**src/rtl/alu_multiciclo_if.sv**
```systemverilog
// Handshake/operand bundle for alu_multiciclo.
//   master : drives iStart, iALU_Sel, iA, iB; observes the result side
//   slave  : the ALU; drives oBusy, oDone, oRESALU, oBanderas, oErr
interface alu_multiciclo_if #(
  parameter int WIDTH = 8
);
  logic             iStart;
  logic [4:0]       iALU_Sel;
  logic [WIDTH-1:0] iA;
  logic [WIDTH-1:0] iB;
  logic             oBusy;
  logic             oDone;
  logic [WIDTH-1:0] oRESALU;
  logic [4:0]       oBanderas;
  logic             oErr;

  modport master (
    output iStart, iALU_Sel, iA, iB,
    input  oBusy, oDone, oRESALU, oBanderas, oErr
  );

  modport slave (
    input  iStart, iALU_Sel, iA, iB,
    output oBusy, oDone, oRESALU, oBanderas, oErr
  );
endinterface

```
**src/rtl/alu_multiciclo.sv**
```systemverilog
// Multi-cycle handshaked ALU. One operation per accepted iStart; logic,
// arithmetic and shift ops finish after FIN, MUL/DIV/MOD iterate WIDTH cycles
// through a shared shift register pair (hi, lo) before FIN.
// Ports:
//   iClk      clock, rising edge
//   iRst      synchronous active-high reset
//   bus       alu_multiciclo_if.slave: iStart/iALU_Sel/iA/iB in,
//             oBusy/oDone/oRESALU/oBanderas{P,V,C,S,Z}/oErr out (all registered)
//
// state | meaning
// IDLE  | waiting for iStart; operands captured on accept
// ITER  | one multiply/divide step per cycle, counter counts down to 0
// FIN   | result/flags/error loaded, oDone pulsed, back to IDLE
module alu_multiciclo #(
  parameter int WIDTH = 8
) (
  input logic iClk,
  input logic iRst,
  alu_multiciclo_if.slave bus
);
  localparam int SHW = $clog2(WIDTH) + 1;
  localparam int CW  = $clog2(WIDTH);
  localparam logic [SHW-1:0]   AMT_W   = SHW'(WIDTH);
  localparam logic [WIDTH-1:0] SMIN    = {1'b1, {(WIDTH-1){1'b0}}};
  localparam logic [WIDTH-1:0] SMAX    = {1'b0, {(WIDTH-1){1'b1}}};

  localparam logic [4:0] OP_MUL = 5'b00000;
  localparam logic [4:0] OP_DIV = 5'b00001;
  localparam logic [4:0] OP_INC = 5'b00010;
  localparam logic [4:0] OP_DEC = 5'b00011;
  localparam logic [4:0] OP_AND = 5'b00100;
  localparam logic [4:0] OP_OR  = 5'b00101;
  localparam logic [4:0] OP_NOT = 5'b00110;
  localparam logic [4:0] OP_XOR = 5'b00111;
  localparam logic [4:0] OP_NEG = 5'b01000;
  localparam logic [4:0] OP_ASL = 5'b01001;
  localparam logic [4:0] OP_ASR = 5'b01010;
  localparam logic [4:0] OP_LSL = 5'b01011;
  localparam logic [4:0] OP_LSR = 5'b01100;
  localparam logic [4:0] OP_ROL = 5'b01101;
  localparam logic [4:0] OP_ROR = 5'b01110;
  localparam logic [4:0] OP_ADD = 5'b01111;
  localparam logic [4:0] OP_SUB = 5'b10000;
  localparam logic [4:0] OP_MOD = 5'b10001;

  typedef enum logic [1:0] {IDLE, ITER, FIN} state_t;

  state_t           state;
  logic [4:0]       op_r;
  logic [WIDTH-1:0] a_r, b_r;
  logic [WIDTH-1:0] hi, lo, hi_nxt, lo_nxt;
  logic [CW-1:0]    cnt;
  logic             busy, done, err;
  logic [WIDTH-1:0] res;
  logic [4:0]       flags;

  assign bus.oBusy     = busy;
  assign bus.oDone     = done;
  assign bus.oRESALU   = res;
  assign bus.oBanderas = flags;
  assign bus.oErr      = err;

  // Iteration step. MUL: hi accumulates, lo holds the multiplier and receives
  // the low product bits as {hi,lo} shifts right. DIV/MOD: restoring divide,
  // hi = partial remainder, lo = dividend shifting out / quotient shifting in.
  logic [WIDTH:0] mul_sum, div_tmp;
  logic           div_ge;

  always_comb begin
    mul_sum = {1'b0, hi} + (lo[0] ? {1'b0, a_r} : {(WIDTH+1){1'b0}});
    div_tmp = {hi, lo[WIDTH-1]};
    div_ge  = div_tmp >= {1'b0, b_r};
    if (op_r == OP_MUL) begin
      hi_nxt = mul_sum[WIDTH:1];
      lo_nxt = {mul_sum[0], lo[WIDTH-1:1]};
    end else begin
      // remainder < divisor, so the difference always fits in WIDTH bits
      hi_nxt = div_ge ? (div_tmp[WIDTH-1:0] - b_r) : div_tmp[WIDTH-1:0];
      lo_nxt = {lo[WIDTH-2:0], div_ge};
    end
  end

  // Result, carry, overflow and error for the operation held in op_r.
  logic [SHW-1:0]     amt;
  logic               amt_big;
  logic [2*WIDTH-1:0] shl;
  logic [WIDTH-1:0]   out_mask, out_bits;
  logic [WIDTH:0]     shr, sar, add_sum;
  logic [WIDTH-1:0]   fin_res;
  logic               fin_c, fin_v, fin_err, fin_legal, asl_v;

  always_comb begin
    amt      = b_r[SHW-1:0];
    amt_big  = amt > AMT_W;
    shl      = {{WIDTH{1'b0}}, a_r} << amt;
    // bits pushed past the MSB by a left shift of amt <= WIDTH
    out_mask = ~({WIDTH{1'b1}} << amt);
    out_bits = shl[2*WIDTH-1:WIDTH] & out_mask;
    asl_v    = shl[WIDTH-1] ? |(~out_bits & out_mask) : |out_bits;
    // one extra LSB catches the last bit shifted out to the right
    shr      = {a_r, 1'b0} >> amt;
    sar      = $signed({a_r, 1'b0}) >>> amt;
    add_sum  = {1'b0, a_r} + {1'b0, b_r};

    fin_res   = '0;
    fin_c     = 1'b0;
    fin_v     = 1'b0;
    fin_err   = 1'b0;
    fin_legal = 1'b1;
    case (op_r)
      OP_MUL: begin
        fin_res = lo;
        fin_c   = |hi;
        fin_v   = |hi;
      end
      OP_DIV: begin
        fin_res = (b_r == '0) ? '1 : lo;
        fin_err = (b_r == '0);
      end
      OP_MOD: begin
        fin_res = (b_r == '0) ? a_r : hi;
        fin_err = (b_r == '0);
      end
      OP_INC: begin
        fin_res = a_r + WIDTH'(1);
        fin_c   = &a_r;
        fin_v   = (a_r == SMAX);
      end
      OP_DEC: begin
        fin_res = a_r - WIDTH'(1);
        fin_c   = (a_r == '0);
        fin_v   = (a_r == SMIN);
      end
      OP_AND: fin_res = a_r & b_r;
      OP_OR:  fin_res = a_r | b_r;
      OP_NOT: fin_res = ~a_r;
      OP_XOR: fin_res = a_r ^ b_r;
      OP_NEG: begin
        fin_res = ~a_r + WIDTH'(1);
        fin_v   = (a_r == SMIN);
      end
      OP_ASL: begin
        fin_res = amt_big ? '0 : shl[WIDTH-1:0];
        fin_c   = amt_big ? 1'b0 : shl[WIDTH];
        fin_v   = amt_big ? |a_r : asl_v;
      end
      OP_LSL: begin
        fin_res = amt_big ? '0 : shl[WIDTH-1:0];
        fin_c   = amt_big ? 1'b0 : shl[WIDTH];
      end
      OP_LSR: begin
        fin_res = amt_big ? '0 : shr[WIDTH:1];
        fin_c   = amt_big ? 1'b0 : shr[0];
      end
      OP_ASR: begin
        fin_res = amt_big ? {WIDTH{a_r[WIDTH-1]}} : sar[WIDTH:1];
        fin_c   = amt_big ? a_r[WIDTH-1] : sar[0];
      end
      OP_ROL: begin
        fin_res = {a_r[WIDTH-2:0], a_r[WIDTH-1]};
        fin_c   = a_r[WIDTH-1];
      end
      OP_ROR: begin
        fin_res = {a_r[0], a_r[WIDTH-1:1]};
        fin_c   = a_r[0];
      end
      OP_ADD: begin
        fin_res = add_sum[WIDTH-1:0];
        fin_c   = add_sum[WIDTH];
        fin_v   = (a_r[WIDTH-1] == b_r[WIDTH-1]) && (add_sum[WIDTH-1] != a_r[WIDTH-1]);
      end
      OP_SUB: begin
        fin_res = a_r - b_r;
        fin_c   = a_r < b_r;
        fin_v   = (a_r[WIDTH-1] != b_r[WIDTH-1]) && (fin_res[WIDTH-1] != a_r[WIDTH-1]);
      end
      default: begin
        fin_legal = 1'b0;
        fin_err   = 1'b1;
      end
    endcase
  end

  always_ff @(posedge iClk) begin
    if (iRst) begin
      state <= IDLE;
      op_r  <= '0;
      a_r   <= '0;
      b_r   <= '0;
      hi    <= '0;
      lo    <= '0;
      cnt   <= '0;
      busy  <= 1'b0;
      done  <= 1'b0;
      err   <= 1'b0;
      res   <= '0;
      flags <= '0;
    end else begin
      done <= 1'b0;
      case (state)
        IDLE: begin
          if (bus.iStart) begin
            op_r <= bus.iALU_Sel;
            a_r  <= bus.iA;
            b_r  <= bus.iB;
            busy <= 1'b1;
            if (bus.iALU_Sel == OP_MUL || bus.iALU_Sel == OP_DIV ||
                bus.iALU_Sel == OP_MOD) begin
              state <= ITER;
              cnt   <= CW'(WIDTH - 1);
              hi    <= '0;
              lo    <= (bus.iALU_Sel == OP_MUL) ? bus.iB : bus.iA;
            end else begin
              state <= FIN;
            end
          end
        end
        ITER: begin
          hi <= hi_nxt;
          lo <= lo_nxt;
          if (cnt == '0) state <= FIN;
          else           cnt   <= cnt - CW'(1);
        end
        FIN: begin
          state <= IDLE;
          busy  <= 1'b0;
          done  <= 1'b1;
          err   <= fin_err;
          // illegal opcodes leave the previous result and flags in place
          if (fin_legal) begin
            res   <= fin_res;
            flags <= {~^fin_res, fin_v, fin_c, fin_res[WIDTH-1], fin_res == '0};
          end
        end
        default: begin
          state <= IDLE;
          busy  <= 1'b0;
        end
      endcase
    end
  end
endmodule

```
**src/flat_wrapper.sv**
```systemverilog
// flat-port wrapper written by rule: the top's interface ports become plain ports
module alu_multiciclo_flat 
#(
  parameter int WIDTH = 8
)
  (iClk, iRst, bus_iStart, bus_iALU_Sel, bus_iA, bus_iB, bus_oBusy, bus_oDone, bus_oRESALU, bus_oBanderas, bus_oErr);
  alu_multiciclo_if #(.WIDTH(WIDTH)) bus_i ();
  input logic iClk;
  input logic iRst;
  input wire logic [$bits(bus_i.iStart)-1:0] bus_iStart;
  input wire logic [$bits(bus_i.iALU_Sel)-1:0] bus_iALU_Sel;
  input wire logic [$bits(bus_i.iA)-1:0] bus_iA;
  input wire logic [$bits(bus_i.iB)-1:0] bus_iB;
  output wire logic [$bits(bus_i.oBusy)-1:0] bus_oBusy;
  output wire logic [$bits(bus_i.oDone)-1:0] bus_oDone;
  output wire logic [$bits(bus_i.oRESALU)-1:0] bus_oRESALU;
  output wire logic [$bits(bus_i.oBanderas)-1:0] bus_oBanderas;
  output wire logic [$bits(bus_i.oErr)-1:0] bus_oErr;
  assign bus_i.iStart = bus_iStart;
  assign bus_i.iALU_Sel = bus_iALU_Sel;
  assign bus_i.iA = bus_iA;
  assign bus_i.iB = bus_iB;
  assign bus_oBusy = bus_i.oBusy;
  assign bus_oDone = bus_i.oDone;
  assign bus_oRESALU = bus_i.oRESALU;
  assign bus_oBanderas = bus_i.oBanderas;
  assign bus_oErr = bus_i.oErr;
  alu_multiciclo #(.WIDTH(WIDTH)) u_core (.iClk(iClk), .iRst(iRst), .bus(bus_i));
endmodule
```
**config.mk**
```make
export PLATFORM = sky130hd
export DESIGN_NAME = alu_multiciclo_flat
export DESIGN_NICKNAME = d
export VERILOG_FILES = /design/src/rtl/alu_multiciclo_if.sv /design/src/rtl/alu_multiciclo.sv /design/src/flat_wrapper.sv
export SDC_FILE = /design/constraint.sdc
export NUM_CORES = 1
export LEC_CHECK = 0
export BUFFER_PORTS_ARGS = -buffer_cell sky130_fd_sc_hd__clkbuf_2
export CORE_AREA = 2 2 121 123
export DETAILED_ROUTE_END_ITERATION = 8
export DIE_AREA = 0 0 123 125
export PLACE_DENSITY = 0.79
export SYNTH_ARGS = -nofsm -noshare
export SYNTH_HDL_FRONTEND = slang
export SYNTH_SLANG_ARGS = --single-unit
```
**constraint.sdc**
```tcl
create_clock -name iClk -period 3.4 [get_ports iClk]
set_clock_uncertainty 0.15 [all_clocks]
set_input_delay 0.68 -clock iClk [delete_from_list [all_inputs] [get_ports iClk]]
set_output_delay 0.68 -clock iClk [all_outputs]
set_load 0.01 [all_outputs]
```
After elaboration in Yosys (flattened, before gate mapping)
Cells that the tools add are included.
Widths: inputs -> output; s select.
{"block": "word_totals", "register_bits": 58, "out_inout_bits": 16}
{"block": "classes", "addsub": 8, "magnitude_cmp": 3, "eq_ne": 31, "n_shift": 4, "n_mux": 37, "bitwise": 9, "reduce_logical": 29}
{"cell": "$pmux 8 s17", "count": 1}
{"cell": "$mux 8", "count": 14}
{"cell": "$eq 5x4->1 const B", "count": 8}
{"cell": "$pmux 8 s2", "count": 2}
{"cell": "$reduce_or 8->1", "count": 4}
{"cell": "$and 8x8->8", "count": 3}
{"cell": "$logic_not 8->1", "count": 3}
{"cell": "$not 8->8", "count": 3}
{"cell": "$eq 5x3->1 const B", "count": 4}
{"cell": "$reduce_or 18->1", "count": 1}
{"cell": "$add 8x1->8 const B", "count": 2}
{"cell": "$reduce_or 16->1", "count": 1}
{"cell": "$shl 8x4->16", "count": 1}
{"cell": "$sub 8x8->8", "count": 2}
{"cell": "$eq 5x5->1 const B", "count": 3}
{"cell": "$eq 5x1->1 const B", "count": 2}
{"cell": "$eq 5x2->1 const B", "count": 2}
{"cell": "$logic_not 5->1", "count": 2}
{"cell": "$pmux 1 s10", "count": 1}
{"cell": "$add 8x8->9", "count": 1}
{"cell": "$add 8x9->9", "count": 1}
{"cell": "$ge 9x8->1", "count": 1}
{"cell": "$mux 3", "count": 3}
{"cell": "$shr 9x4->9", "count": 1}
{"cell": "other kinds (34)", "count": 55}

Longest topological paths before layout
{"block": "logic_depth", "word_depth": 9, "mapped_depth": 16, "depth_no_buf": 14}

Least setup slack after synthesis
No wires, ideal clock.
{"block": "synth_path", "path_kind": "register to register", "startpoint": "register u_core.b_r[3]", "endpoint": "register u_core.flags[4] (netlist: u_core.bus.oBanderas[4])", "setup_time_ps": 70, "arrival_time_ps": 3566, "required_ps": 3180, "setup_slack_ps": -387, "path_stages_with_launch": 17, "path_buffers": 3, "cell_sequence": "dfxtp_1 > buf_2 > buf_2 > clkinv_1 > ha_1 > clkbuf_1 > and3_1 > a221o_1 > or2_0 > a221oi_1 > a21oi_1 > a2111oi_2 > ha_1 > xnor2_1 > xnor2_1 > nand2_1 > a21oi_1"}
{"block": "synth_via", "elab_chain_cells": 4, "word_cells_on_any_way": 17, "cone_classes": "add/sub (2); order compare (1); shift (3); mux (6); bitwise (3); reduce/logical (2)"}
{"element": "start: declaration", "line": "alu_multiciclo.sv:50", "rtl": "logic [WIDTH-1:0] a_r, b_r;"}
{"element": "start signal: assignment", "line": "alu_multiciclo.sv:205", "rtl": "b_r <= bus.iB;"}
{"element": "parallel branches: the longest is 2 deep, another holds $sub 8x8->8"}
{"element": "$pmux 8 s17 *", "line": "alu_multiciclo.sv:110", "rtl": "case (op_r)"}
{"element": "$reduce_xnor 8->1 *", "line": "alu_multiciclo.sv:232", "rtl": "flags <= {~^fin_res, fin_v, fin_c, fin_res[WIDTH-1], fin_res == '0};"}
{"element": "end signal: assignment", "line": "alu_multiciclo.sv:232"}
{"element": "end: declaration", "line": "alu_multiciclo.sv:55", "rtl": "logic [4:0] flags;"}
Mark *: on every way between the ends.
A chain may end at the register's enable or synchronous reset.

Final worst setup path
{"block": "layout_path", "startpoint": "register u_core.b_r[0]", "endpoint": "register u_core.flags[4] (netlist: u_core.bus.oBanderas[4])"}
The elaborated chain is that of the path after synthesis.

==> results.sh <==
export IMPL_period_minus_slack_ns=3.33
export IMPL_cpLargestDelayFamily="compound AO/OA/AOI/OAI gates"
export IMPL_drt_first_pass_iters=7
export IMPL_place_gp_congestion=1.07
export IMPL_final_nets=1110
export IMPL_clockBufferDepth=2
export IMPL_final_cell_area_sq_um=8370
export IMPL_cts_tree="done"
export IMPL_outcome="complete, no violations"
export IMPL_hold_viol=0
export IMPL_timing_final_ws_setup_ns=0.0731
export IMPL_port_buffers=39
export IMPL_ys_ff_latch=57
export IMPL_slew_headroom_pct=50.2
export IMPL_routedWlPerCell_um=21.8
export IMPL_vdd_drop_max_mv=0.299
export IMPL_max_stage_delay_ns=0.43
export IMPL_crit_buf_inv=1
export IMPL_most_common_layout_cells="nand2_1, buf_4, a21oi_1"
export IMPL_synth_nets=1005
export IMPL_p_leak_nw=3.46
export IMPL_seq_area_frac_synth_pct=17.0
export IMPL_final_common_cell="nand2_1"
export IMPL_n_antenna_cell=0
export IMPL_routed_wl_mm=26.6
export IMPL_fp_dieW_um=123
export IMPL_placed_cell_area_sq_um=7830
export IMPL_ant_nets=0
export IMPL_holdBufCountCts=0
export IMPL_async_reset_ff_share_pct=0
export IMPL_cts_made_buffers=9
export IMPL_drv_cap=0
export IMPL_grt_total_usage_pct=34.7
export IMPL_ios=40
export IMPL_end_kind="flop"
export IMPL_initial_core_util_pct=47.3
export IMPL_tns_ns=0
export IMPL_synthFlopType="dfxtp_1"
export IMPL_clk_latency_ns=0.35
export IMPL_critPathMaxFanout=6
export IMPL_pre_cts_ws_ns=0.0162
export IMPL_ys_types=85
export IMPL_mappedNetlistArea_sq_um=6730
export IMPL_row_count=44
export IMPL_cts_max_level=3
export IMPL_synth_edff_count=0
export IMPL_critical_path_class="flop to flop"
export IMPL_clkTransAtPathRegs_ns=0.06
export IMPL_max_freq_mhz=301
export IMPL_maxSlewViolCount=0
export IMPL_synthSimpleGateAreaFrac_pct=25.2
export IMPL_cpMostUsedCell="xnor2_1"
export IMPL_die_y_um=125
export IMPL_cts_sinks=57
export IMPL_hpwl_mm=20.3
export IMPL_drive_gt1_share_pct=23.3
export IMPL_dieArea_sq_um=15400
export IMPL_overflow=0
export IMPL_synthMuxAreaShare_pct=6.68
export IMPL_syn_inst=927
export IMPL_drtIter0Drc=1096
export IMPL_synth_xor_area_share_pct=4.04
export IMPL_grt_max_degree=44
export IMPL_power_density_nw_per_um2=356
export IMPL_synth_compound_area_share_pct=29.5
export IMPL_period_share_pct=97.8
export IMPL_tightest_slew_ns=0.738
export IMPL_antenna_found_initial=0
export IMPL_core_sq_um=14200
export IMPL_viasPerCell=6.52
export IMPL_rsz0062_at_grt="true"
export IMPL_path_cells="buf_12, mux2_2, mux2i_2, a211oi_2, or4_4, a2111o_1, a221oi_2, ha_1, xnor2_1, xnor2_1, nand2_1, a21oi_1"
export IMPL_synth_top_family_by_area="compound AO/OA/AOI/OAI gates"
export IMPL_start_kind="flop"
export IMPL_cp_data_arrival_time_ns=3.46
export IMPL_power_mw=2.98
export IMPL_synth_avg_cell_area_sq_um=7.25
export IMPL_drc_errors=0
export IMPL_cp_required_ns=3.53
export IMPL_reg2reg_setup_slack_ns=0.07
export IMPL_setup_viol=0
export IMPL_slowest_stage="or4_4"
export IMPL_hp_class="flop to flop"
export IMPL_yosys_warnings=0
export IMPL_hold_slack_ns=0.285
export IMPL_syn_to_final_growth_pct=24.4
export IMPL_grt_pass1_wl_mm=40.9
export IMPL_synth_fa_ha_area_share_pct=10.6
export IMPL_cts_root_buf="clkbuf_16"
export IMPL_grt_pass1_vias=7356
export IMPL_num_vias=7962
registers in the layout, indices dropped and copies added, names as in the netlist:
name,cells
u_core.a_r,8
u_core.bus.oBusy,1
u_core.hi,8
u_core.op_r,5
u_core.cnt,3
u_core.lo,8
u_core.bus.oRESALU,7
u_core.bus.oDone,1
u_core.state,2
u_core.bus.oErr,1
u_core.bus.oBanderas,5
u_core.b_r,8
per-layer routing:
| layer | up-vias | GRT usage (%) | part of all wire (%) |
|---|---|---|---|
| met3 | 105 | 5.47 | 11 |
| met5 | - | 0 | 0 |
| met2 | 527 | 52.2 | 44 |
| met1 | 3705 | 48.9 | 41 |
| li1 | 3625 | - | - |
| met4 | 0 | 15.2 | 4.4 |
power breakdown:
| group | total (mW) | leakage, nW | internal, mW | switching [mW] |
|---|---|---|---|---|
| clock network | 1.08 | 0.171 | 0.723 | 0.360 |
| logic | 1.15 | 2.82 | 0.502 | 0.652 |
| registers | 0.745 | 0.470 | 0.706 | 0.0394 |
final timing paths:
path,from,to,cells after the start
worst max-delay path,u_core.b_r[0],u_core.bus.oBanderas[4],12
worst min-delay path,u_core.cnt[0],u_core.cnt[0],1
worst max register to register,u_core.b_r[0],u_core.bus.oBanderas[4],12
worst min register to register,u_core.cnt[0],u_core.cnt[0],1
what timing repair did:
action / in CTS / in global routing
endpoints found under the setup margin: 1 / 1
buffers inserted: 0 / 4
resized for setup: 0 / 35
pin swaps: 1 / 11
final cells by class:
class	count	area [sq um]
multi-input combinational	764	5260
inverter	33	133
sequential	57	1160
tap	184	230
clock buffer	9	225
fill	1322	5840
clock inverter	7	125
timing repair buffer	167	1240
stage by stage:
step	utilization, %	instances
floorplan	-	927
detailed placement	55.2	1201
finish	58.9	1221
global placement	55.2	1201
global route	58.9	1221
CTS	57.6	1217
Yosys cell counts, drive strengths merged, types with 10 or more instances:
| cell | number | area (sq um) |
|---|---|---|
| xnor2 | 26 | 228 |
| nand2 | 130 | 490 |
| o22ai | 14 | 87.6 |
| and3 | 14 | 87.6 |
| buf | 43 | 228 |
| nand3 | 35 | 175 |
| inv | 28 | 105 |
| nor2b | 12 | 75.1 |
| a21o | 14 | 105 |
| clkbuf | 30 | 113 |
| nor3 | 17 | 90.1 |
| nor4 | 13 | 103 |
| a211oi | 19 | 148 |
| a21oi | 96 | 480 |
| a22oi | 10 | 75.1 |
| mux2i | 28 | 280 |
| nand2b | 14 | 87.6 |
| and2 | 14 | 87.6 |
| nor2 | 63 | 236 |
| dfxtp | 57 | 1140 |
| ha | 50 | 626 |
| o21ai | 41 | 205 |
cells by family after synthesis:
| logic type | after synthesis |
|---|---|
| xor gates and xnor gates | 31 |
| buffers and inverters | 106 |
| adders and majority gates | 55 |
| muxes | 37 |
| and+or+nand+nor | 347 |
| DFF | 57 |
| AOI/OAI and AO/OA | 294 |
Note: power is estimated with default switching activity, not from simulation.
